**src/rtl/operand_loader_pkg.sv**
```systemverilog
// Shared constants and enums for the operand loader and its neighbours.
// Holds the operand width, the loader FSM state encoding and the opcode set.
// No logic; imported by operand_loader and any stage that decodes op_out.
package Pkg_Global;

  localparam int DATA_WIDTH = 16;

  typedef enum logic [1:0] {
    LOAD_X = 2'd0,
    LOAD_Y = 2'd1,
    ARMED  = 2'd2,
    RUN    = 2'd3
  } loader_state_t;

  typedef enum logic [1:0] {
    OP_MUL  = 2'b00,
    OP_DIV  = 2'b01,
    OP_SQRT = 2'b10,
    OP_RSVD = 2'b11
  } opcode_t;

endpackage

```
**src/rtl/operand_loader_sync_edge.sv**
```systemverilog
// Two-flop synchronizer plus rising-edge detector for a slow asynchronous level.
// Latency: d sampled high at edge k gives pulse high during the cycle after edge k+1.
// No backpressure; one pulse per rising edge, a held level never retriggers.
// Ports: clk, rst (async active-low), d (async level in), pulse (one-cycle out).
module sync_edge (
  input  logic clk,
  input  logic rst,
  input  logic d,
  output logic pulse
);

  logic       s1, s2, s3;
  logic [1:0] fill;      // marks when s2 holds a real sample rather than reset zero
  logic       seen_low;  // input observed low since reset; blocks an edge from a level held through reset

  always_ff @(posedge clk or negedge rst) begin
    if (!rst) begin
      s1       <= 1'b0;
      s2       <= 1'b0;
      s3       <= 1'b0;
      fill     <= 2'b00;
      seen_low <= 1'b0;
    end else begin
      s1       <= d;
      s2       <= s1;
      s3       <= s2;
      fill     <= {fill[0], 1'b1};
      seen_low <= seen_low | (fill[1] & ~s2);
    end
  end

  assign pulse = s2 & ~s3 & seen_low;

endmodule

```
**src/rtl/operand_loader.sv**
```systemverilog
// Captures operand X, then operand Y with its opcode, from a button-style load
// input, then issues a one-cycle start and waits for done from the control stage.
// Latency: load first sampled at edge k is visible on outputs after edge k+2.
// Backpressure: loads arriving in ARMED/RUN are dropped and flagged on sticky ovr.
// Ports: clk, rst (async active-low), load, data_in, op, done in;
//        x_out, y_out, op_out, loaded_x, loaded_y, start, err, ovr out (all registered).
module operand_loader
  import Pkg_Global::*;
#(
  parameter int DW = DATA_WIDTH
) (
  input  logic          clk,
  input  logic          rst,
  input  logic          load,
  input  logic [DW-1:0] data_in,
  input  logic [1:0]    op,
  input  logic          done,
  output logic [DW-1:0] x_out,
  output logic [DW-1:0] y_out,
  output logic [1:0]    op_out,
  output logic          loaded_x,
  output logic          loaded_y,
  output logic          start,
  output logic          err,
  output logic          ovr
);

  logic          load_pulse;
  loader_state_t state, state_nxt;

  logic cap_x, cap_y, rej_y, busy_load, release_ops;

  sync_edge u_load_sync (
    .clk   (clk),
    .rst   (rst),
    .d     (load),
    .pulse (load_pulse)
  );

  always_ff @(posedge clk or negedge rst) begin
    if (!rst) state <= LOAD_X;
    else      state <= state_nxt;
  end

  always_comb begin
    state_nxt = state;
    case (state)
      LOAD_X: if (load_pulse) state_nxt = LOAD_Y;
      LOAD_Y: if (load_pulse && (op != OP_RSVD)) state_nxt = ARMED;
      ARMED:  state_nxt = RUN;
      RUN:    if (done) state_nxt = LOAD_X;
      default: state_nxt = LOAD_X;
    endcase
  end

  always_comb begin
    cap_x       = (state == LOAD_X) && load_pulse;
    cap_y       = (state == LOAD_Y) && load_pulse && (op != OP_RSVD);
    rej_y       = (state == LOAD_Y) && load_pulse && (op == OP_RSVD);
    // Covers the done+load collision in RUN too: done wins, the load is only flagged.
    busy_load   = ((state == ARMED) || (state == RUN)) && load_pulse;
    release_ops = (state == RUN) && done;
  end

  always_ff @(posedge clk or negedge rst) begin
    if (!rst) begin
      x_out    <= '0;
      y_out    <= '0;
      op_out   <= 2'b00;
      loaded_x <= 1'b0;
      loaded_y <= 1'b0;
      start    <= 1'b0;
      err      <= 1'b0;
      ovr      <= 1'b0;
    end else begin
      // start tracks the ARMED state exactly, one cycle per pass through the FSM.
      start <= (state_nxt == ARMED);
      err   <= rej_y;

      if (cap_x) begin
        x_out    <= data_in;
        loaded_x <= 1'b1;
        ovr      <= 1'b0;
      end else if (busy_load) begin
        ovr <= 1'b1;
      end

      if (cap_y) begin
        y_out    <= data_in;
        op_out   <= op;
        loaded_y <= 1'b1;
      end

      // Operand values stay on the outputs after completion; only the valid flags drop.
      if (release_ops) begin
        loaded_x <= 1'b0;
        loaded_y <= 1'b0;
      end
    end
  end

endmodule

```
**config.mk**
```make
export PLATFORM = sky130hd
export DESIGN_NAME = operand_loader
export DESIGN_NICKNAME = d
export VERILOG_FILES = /design/src/rtl/operand_loader_pkg.sv /design/src/rtl/operand_loader_sync_edge.sv /design/src/rtl/operand_loader.sv
export SDC_FILE = /design/constraint.sdc
export NUM_CORES = 1
export LEC_CHECK = 0
export ABC_CLOCK_PERIOD_IN_PS = 1530
export BUFFER_PORTS_ARGS = -buffer_cell sky130_fd_sc_hd__buf_2
export CAP_MARGIN = 20
export CORE_MARGIN = 2
export CORE_UTILIZATION = 44
export CTS_CLUSTER_SIZE = 10
export DETAILED_ROUTE_END_ITERATION = 10
export PLACE_DENSITY_LB_ADDON = 0.1
export SLEW_MARGIN = 20
export SYNTH_ARGS = -nofsm -noshare
export SYNTH_HDL_FRONTEND = slang
export SYNTH_SLANG_ARGS = --single-unit
export TNS_END_PERCENT = 5
```
**constraint.sdc**
```tcl
create_clock -name clk -period 1.53 [get_ports clk]
set_input_delay 0.0765 -clock clk [delete_from_list [all_inputs] [get_ports clk]]
set_output_delay 0.0765 -clock clk [all_outputs]
set_load 0.01 [all_outputs]
```
# Word level (Yosys, flattened, before mapping)
# Cells that the tools add are included.
[op_classes]
eq_ne = 6
n_mux = 10
n_bitwise = 6
n_reduce_logical = 12
[op_table]
columns = ["op", "count"]
rows = [
  ["$eq A2 B2 Y1 const B", 4],
  ["$pmux W2 S4", 1],
  ["$logic_and A1 B1 Y1", 7],
  ["$mux W1", 6],
  ["$mux W2", 3],
  ["$reduce_bool A2 Y1", 3],
  ["$and A1 B1 Y1", 3],
  ["$eq A2 B1 Y1 const B", 1],
  ["$logic_not A2 Y1", 1],
  ["$ne A2 B2 Y1 const B", 1],
  ["$not A1 Y1", 2],
  ["$logic_or A1 B1 Y1", 1],
  ["$or A1 B1 Y1", 1],
]
[word_totals]
ff_bits = 47
in_bits = 22
output_inout_bits = 39
wordCells = 48

# Logic depth before layout (Yosys ltp)
# Gate-level depths: netlist (run 1).
[logic_depth]
word_depth = 7
depth_mapped = 4
mapped_depth_nobuf = 3

# Hierarchy
# From an unflattened synthesis (run 1), not the netlist that was laid out.
[hier_totals]
hier_cells = 115
area_unflattened_um2 = 1789.2
[modules_own_cells]
columns = ["module", "instances", "cells_per_inst", "area_each_um2"]
rows = [
  ["operand_loader", 1, 104, 1616.6],
  ["sync_edge", 1, 11, 172.7],
]

# Worst setup path before layout (run 1)
# Ideal clock, no wire load.
[synth_path]
path_type = "register to register"
from = "register state[1]"
to = "register x_out[10]"
setup_time_ns = 0.125
arrival_time_ns = 1.387
setup_slack_ns = 0.018
path_stages_with_launch = 5
n_path_buf = 1
synth_period_minus_slack_ns = 1.512
cell_sequence = "dfrtp_1 nand4bb_4 nor2_2 buf_6 mux2_2"
[synth_between]
elab_chain_len = 2
[synth_lines]
columns = ["item", "line", "rtl"]
rows = [
  ["from (decl)", "operand_loader.sv:29", "loader_state_t state, state_nxt;"],
  ["from (signal assigned)", "operand_loader.sv:42", "else state <= state_nxt;"],
  ["$logic_not A2 Y1", "operand_loader.sv:57", "cap_x = (state == LOAD_X) && load_pulse;"],
  ["$logic_and A1 B1 Y1", "operand_loader.sv:57", ""],
  ["to (signal assigned)", "operand_loader.sv:81", "x_out <= data_in;"],
  ["to (decl)", "operand_loader.sv:18", "output logic [DW-1:0] x_out,"],
]
# No other way between the ends.
# A chain may end at the register's enable or synchronous reset.

# Worst setup path in the final report (run 1)
[layout_path]
from = "register state[1]"
to = "register x_out[0]"
# The elaborated chain is that of the path after synthesis.

==> results of run 1 <==
## timing repair
| item | CTS | global route |
|---|---|---|
| resized for setup | 0 | 1 |
| hold buffers | 2 | 0 |
| endpoints found under the setup margin | 0 | 29 |
| endpoints found under the hold margin | 25 | 0 |
| buffers inserted | 0 | 1 |
## through the flow
stage	std cells	util [%]	instance area, µm²
after global routing	238	59.9	2380
after detailed placement	227	55.9	2220
after CTS	237	59.2	2350
final	238	59.9	2380
after global placement	227	55.9	2220
after floorplan	114	-	1810
## flip-flops by register name, indices dropped and copies added, names as in the netlist
| register | flops |
|---|---|
| x_out | 16 |
| y_out | 16 |
| op_out | 2 |
| state | 2 |
| u_load_sync.fill | 2 |
| err | 1 |
| loaded_x | 1 |
| loaded_y | 1 |
| ovr | 1 |
| start | 1 |
| u_load_sync.s1 | 1 |
| u_load_sync.s2 | 1 |
| u_load_sync.s3 | 1 |
| u_load_sync.seen_low | 1 |
## synth_stat cells (2+ instances only)
library cell  number
buf_6              2
and3_1             2
mux2_4             8
nor2_1             3
nand2_1            6
dfrtp_1           47
inv_1              3
mux2_2            24
nand3_1            2
## final cells by class
class / count / area, µm²
clock buffers: 5 / 68.8
inverters: 3 / 11.3
well taps: 50 / 62.6
fillers: 331 / 1590
flip-flops and latches: 47 / 1180
clock inverters: 3 / 43.8
multi-input cells: 61 / 604
repair buffers: 69 / 410
## path summary, 6_finish.rpt
| kind | cells after the start | slack, ps | endpoint |
|---|---|---|---|
| worst min register to register | 0 | 370 | u_load_sync.s2$_DFF_PN0_ |
| min in group asynchronous | 2 | 320 | loaded_x$_DFFE_PN0P_ |
| worst max register to register | 4 | 90 | x_out[0]$_DFFE_PN0P_ |
| max in group asynchronous | 3 | 680 | x_out[12]$_DFFE_PN0P_ |
| worst min-delay path | 2 | 10 | y_out[12]$_DFFE_PN0P_ |
| worst max-delay path | 4 | 90 | x_out[0]$_DFFE_PN0P_ |
## where the power goes
group	internal [mW]	switching [mW]	leakage, nW
clock	0.486	0.403	0.0581
sequential	1.77	0.280	0.562
combinational	0.950	0.750	0.573
## layer usage
layer / GRT usage, % / up-vias / share of wire (%)
met2: 25.2 / 38 / 48
met3: 5.92 / 6 / 5.5
li1: - / 541 / -
met1: 19.9 / 563 / 45
met5: 0 / - / 0
met4: 6.00 / 0 / 1.6
## logic make-up after synthesis
group | count (synthesis) | share of synthesized area [%]
DFF | 47 | 64.9
muxes | 32 | 21.5
and+or+nand+nor | 21 | 8.42
AOI/OAI and AO/OA | 7 | 2.90
buffers and inverters | 6 | 2.07
other | 1 | 0.207
## worst reg2reg max path: stages (launching register included)
cell	delay, ps
dfrtp_1	420
nand4bb_4	240
nor2_4	150
buf_12	170
mux2_2	350
==> flow_metrics.py, run 1 <==
metrics = {
    "run_status": {
        "outcome": "finished clean",
    },
    "floorplanning": {
        "pin_count": 61,
        "row_count": 23,
        "die_x_um": 68.2,
        "dieArea_um2": 4650,
        "fp.dieH_um": 68.2,
        "core_area_um2": 3970,
        "start_util_pct": 45.7,
    },
    "setup_path": {
        "crit_start": "state[1]$_DFF_PN0_",
        "rr_startpoint": "state[1]$_DFF_PN0_",
        "cp_num_buf_inv": 1,
        "crit_type": "reg2reg",
        "crit_required_ps": 1710,
        "cpPeakStageDelay_ps": 420,
        "slowest_stage": "dfrtp_1",
        "start_kind": "register",
        "crit_arrival_ps": 1610,
        "path_delay_family": "flip-flops",
        "end_kind": "register",
        "critPathMaxFanout": 15,
        "worstPathCellList": "nand4bb_4, nor2_4, buf_12, mux2_2",
    },
    "timing": {
        "period_needed_ps": 1440,
        "timing.hold.ws_ps": 14.5,
        "setup-violations-final": 0,
        "drv_slew": 0,
        "tightest_slew_ps": 613,
        "fin_ws_ps": 93.4,
        "rsz0062_at_grt": "false",
        "finalClockSkew_ps": 9.72,
        "slew_headroom_pct": 59.1,
        "hold_violations": 0,
        "layout_worst_path_cycle_share_pct": 93.9,
        "fin_tns_setup_ps": 0,
        "fmax_mhz": 696,
    },
    "synth": {
        "synth_fp_nets": 136,
        "synth_ff_type": "dfrtp_1",
        "ys_types": 26,
        "synthArstFlopShare_pct": 100,
        "ys_top_cells_by_area": "dfrtp_1 65%, mux2_2 15%, mux2_4 6.6%, nand4bb_4 1.5%, buf_6 1.2%",
        "yosys.area.top_type_share_pct": 64.9,
        "synth_seq_cells": 47,
        "ys_warn_count": 0,
        "synth_area_per_cell_um2": 15.9,
        "netlist_area_um2": 1810,
        "synth_edf_count": 0,
        "yosysSeqAreaShare_pct": 64.9,
        "synth_top_area_cell": "dfrtp_1",
        "syn_inst": 114,
    },
    "clock_network": {
        "cts_buffer_depth": 2,
        "cts_tree": "built",
        "clk_latency_ps": 300,
        "clk_pin_slew_ps": 90,
        "cts_sinks": 47,
        "cts_root_buffer": "clkbuf_8",
        "htree_levels": 2,
        "cts_buffers": 5,
    },
    "global_routing": {
        "antenna_found_initial": 0,
        "grt_pass1_vias": 1116,
        "grt_usage_pct": 15.9,
        "grt_overflow_total": 0,
        "grt_pass1_wl_um": 5240,
        "grt_start_max_net_pins": 26,
    },
    "power_and_ir_drop": {
        "power.total_mw": 4.64,
        "p_per_area_nw_per_um2": 1950,
        "leakage_nw": 1.19,
        "peakVddDrop_mv": 0.908,
    },
    "drt": {
        "ant_nets": 0,
        "remaining_drc_errors": 0,
        "drtPass1Iterations": 4,
        "via_per_inst": 4.82,
        "drtIter0Drc": 47,
        "drt_wl_total_um": 3400,
        "vias": 1148,
        "wl_per_cell_um": 14.3,
    },
    "cells_and_area": {
        "antennaDiodeCount": 0,
        "final_common_cell": "buf_2",
        "nets": 209,
        "drive_above_1_share_pct": 59.0,
        "final_cell_mix": "60 x buf_2, 47 x dfrtp_1, 24 x mux2_2",
        "area_growth_pct": 31.1,
    },
    "placement": {
        "place_ws_ps": 5.77,
        "portBuffers": 60,
        "dp_hpwl_um": 2480,
        "place.gp.congestion": 0.766,
    },
    "worst_hold_path": {
        "hp-class": "in2reg",
        "hold_start": "data_in[12]",
    },
    "job": {
        "maxCapViolCount": 0,
    },
}
(Power assumes the default switching activity.)
==> run 2, diff against run 1 <==
Settings changed: RECOVER_POWER set to 100.
==> run 2 against run 1 <==
  * Register-to-register slack lost 20 ps
  * Combinational power fell by 9%
  * Utilization fell by 2.1 points
  * Sequential share of layout area up 1.8 points
  * Power down 3.3%
  * Critical path depth is the same
  * Maximum frequency shrank 1.2%
  * First-iteration DRC count is 19% lower
  * Routed wire length fell by 0.21%
  * Setup slack worse by 18 ps
  * Cell count is the same
  * Critical path type unchanged
  * Highest routed layer unchanged
==> flow_metrics.py, run 2 (synthesis gave the netlist of run 1 again) <==
metrics = {
    "run_status": {
        "outcome": "finished clean",
    },
    "cells_and_area": {
        "design_area_um2": 2290,
        "fin_cells": 238,
        "final_common_cell": "dfrtp_1",
        "drive_above_1_share_pct": 36.7,
        "largest_registers": "x_out: 16 flops, y_out: 16 flops",
        "antennaDiodeCount": 0,
        "fin_util_pct": 57.8,
        "area_growth_pct": 26.5,
        "final_cell_mix": "47 x dfrtp_1, 41 x clkbuf_1, 24 x mux2_2",
        "nets": 209,
    },
    "global_routing": {
        "grt_pass1_vias": 1116,
        "antenna_found_initial": 0,
        "grt_start_max_net_pins": 26,
        "grt_overflow_total": 0,
        "grt_usage_pct": 15.9,
        "grt_pass1_wl_um": 5240,
    },
    "drt": {
        "via_per_inst": 4.84,
        "vias": 1151,
        "remaining_drc_errors": 0,
        "drt_wl_total_um": 3390,
        "wl_per_cell_um": 14.2,
        "drtPass1Iterations": 4,
        "ant_nets": 0,
        "drtIter0Drc": 38,
    },
    "clock_network": {
        "htree_levels": 2,
        "clk_latency_ps": 300,
        "clk_pin_slew_ps": 90,
        "cts_buffer_depth": 2,
        "cts_buffers": 5,
        "cts_sinks": 47,
        "cts_root_buffer": "clkbuf_8",
        "cts_tree": "built",
    },
    "timing": {
        "hold_violations": 0,
        "tightest_slew_ps": 632,
        "layout_worst_path_cycle_share_pct": 95.0,
        "fin_tns_setup_ps": 0,
        "fmax_mhz": 688,
        "period_needed_ps": 1450,
        "finalClockSkew_ps": 9.49,
        "slew_headroom_pct": 57.9,
        "drv_slew": 0,
        "rsz0062_at_grt": "false",
        "setup-violations-final": 0,
    },
    "floorplanning": {
        "fp.dieH_um": 68.2,
        "dieArea_um2": 4650,
        "core_area_um2": 3970,
        "start_util_pct": 45.7,
        "die_x_um": 68.2,
        "row_count": 23,
        "pin_count": 61,
    },
    "job": {
        "maxCapViolCount": 0,
    },
    "placement": {
        "dp.cells": 227,
        "place.gp.congestion": 0.766,
        "portBuffers": 60,
        "dp_hpwl_um": 2480,
        "place_area_um2": 2220,
    },
    "power_and_ir_drop": {
        "leakage_nw": 1.06,
        "peakVddDrop_mv": 0.893,
        "p_per_area_nw_per_um2": 1960,
    },
    "setup_path": {
        "crit_arrival_ps": 1630,
        "crit_type": "reg2reg",
        "start_kind": "register",
        "crit_required_ps": 1710,
        "critPathMaxFanout": 18,
        "end_kind": "register",
    },
    "worst_hold_path": {
        "hp-class": "in2reg",
    },
}
-- run 2: cell count changes in the layout (fill, tap and decap cells not counted), sizes merged --
cell / delta
buf: -43
clkbuf: +43
-- run 2: final timing paths --
| check | start | end | depth (start not counted) | slack, ps |
|---|---|---|---|---|
| worst min register to register | u_load_sync.s1$_DFF_PN0_ | u_load_sync.s2$_DFF_PN0_ | 0 | 370 |
| max in group asynchronous | rst | x_out[12]$_DFFE_PN0P_ | 3 | 240 |
| worst min-delay path | data_in[12] | y_out[12]$_DFFE_PN0P_ | 2 | 20 |
| worst max register to register | u_load_sync.s2$_DFF_PN0_ | y_out[7]$_DFFE_PN0P_ | 4 | 80 |
| worst max-delay path | u_load_sync.s2$_DFF_PN0_ | y_out[7]$_DFFE_PN0P_ | 4 | 80 |
| min in group asynchronous | rst | u_load_sync.seen_low$_DFF_PN0_ | 2 | 320 |
-- run 2: metrics by stage --
step / hold WS, ps / power [mW] / setup WS (ps)
final: 15.5 / 4.49 / 75.8
after floorplan: -219 / 3.02 / 18.4
after CTS: 10.5 / 4.68 / 0.604
after detailed placement: 118 / 3.78 / 5.77
after global routing: 1.25 / 4.81 / 14.6
after global placement: 109 / 3.71 / 39.8
-- run 2: what timing repair did --
| item | 4_1_cts | 5_1_grt |
|---|---|---|
| setup buffers | 0 | 1 |
| setup endpoints to repair | 0 | 29 |
| hold buffers | 2 | 0 |
| hold endpoints to repair | 25 | 0 |
| resized for setup | 0 | 1 |
-- run 2: metal layers --
metal	share of wire, %	track usage (%)
met2	48	25.2
met1	44	19.9
met4	1.6	6.00
met5	0	0
met3	6.2	5.92
-- run 2: report_power, final --
group          switching [mW]  total [mW]  internal (mW)
combinational           0.747        1.54          0.793
sequential              0.290        2.06           1.77
clock                   0.401       0.887          0.486
total                    1.44        4.49           3.05
-- run 2: layout make-up --
cell class | count | area, µm²
clock buffer | 5 | 68.8
clock inverter | 3 | 43.8
fill | 355 | 1680
inverter | 3 | 11.3
multi-input combinational | 61 | 592
sequential | 47 | 1180
tap | 50 | 62.6
timing repair buffer | 69 | 339
-- run 2: critical path, stage by stage (launching register included) --
cell and delay (ps):
dfrtp_1 450, and4bb_4 240, nand3_1 120, buf_12 190, mux2_2 340
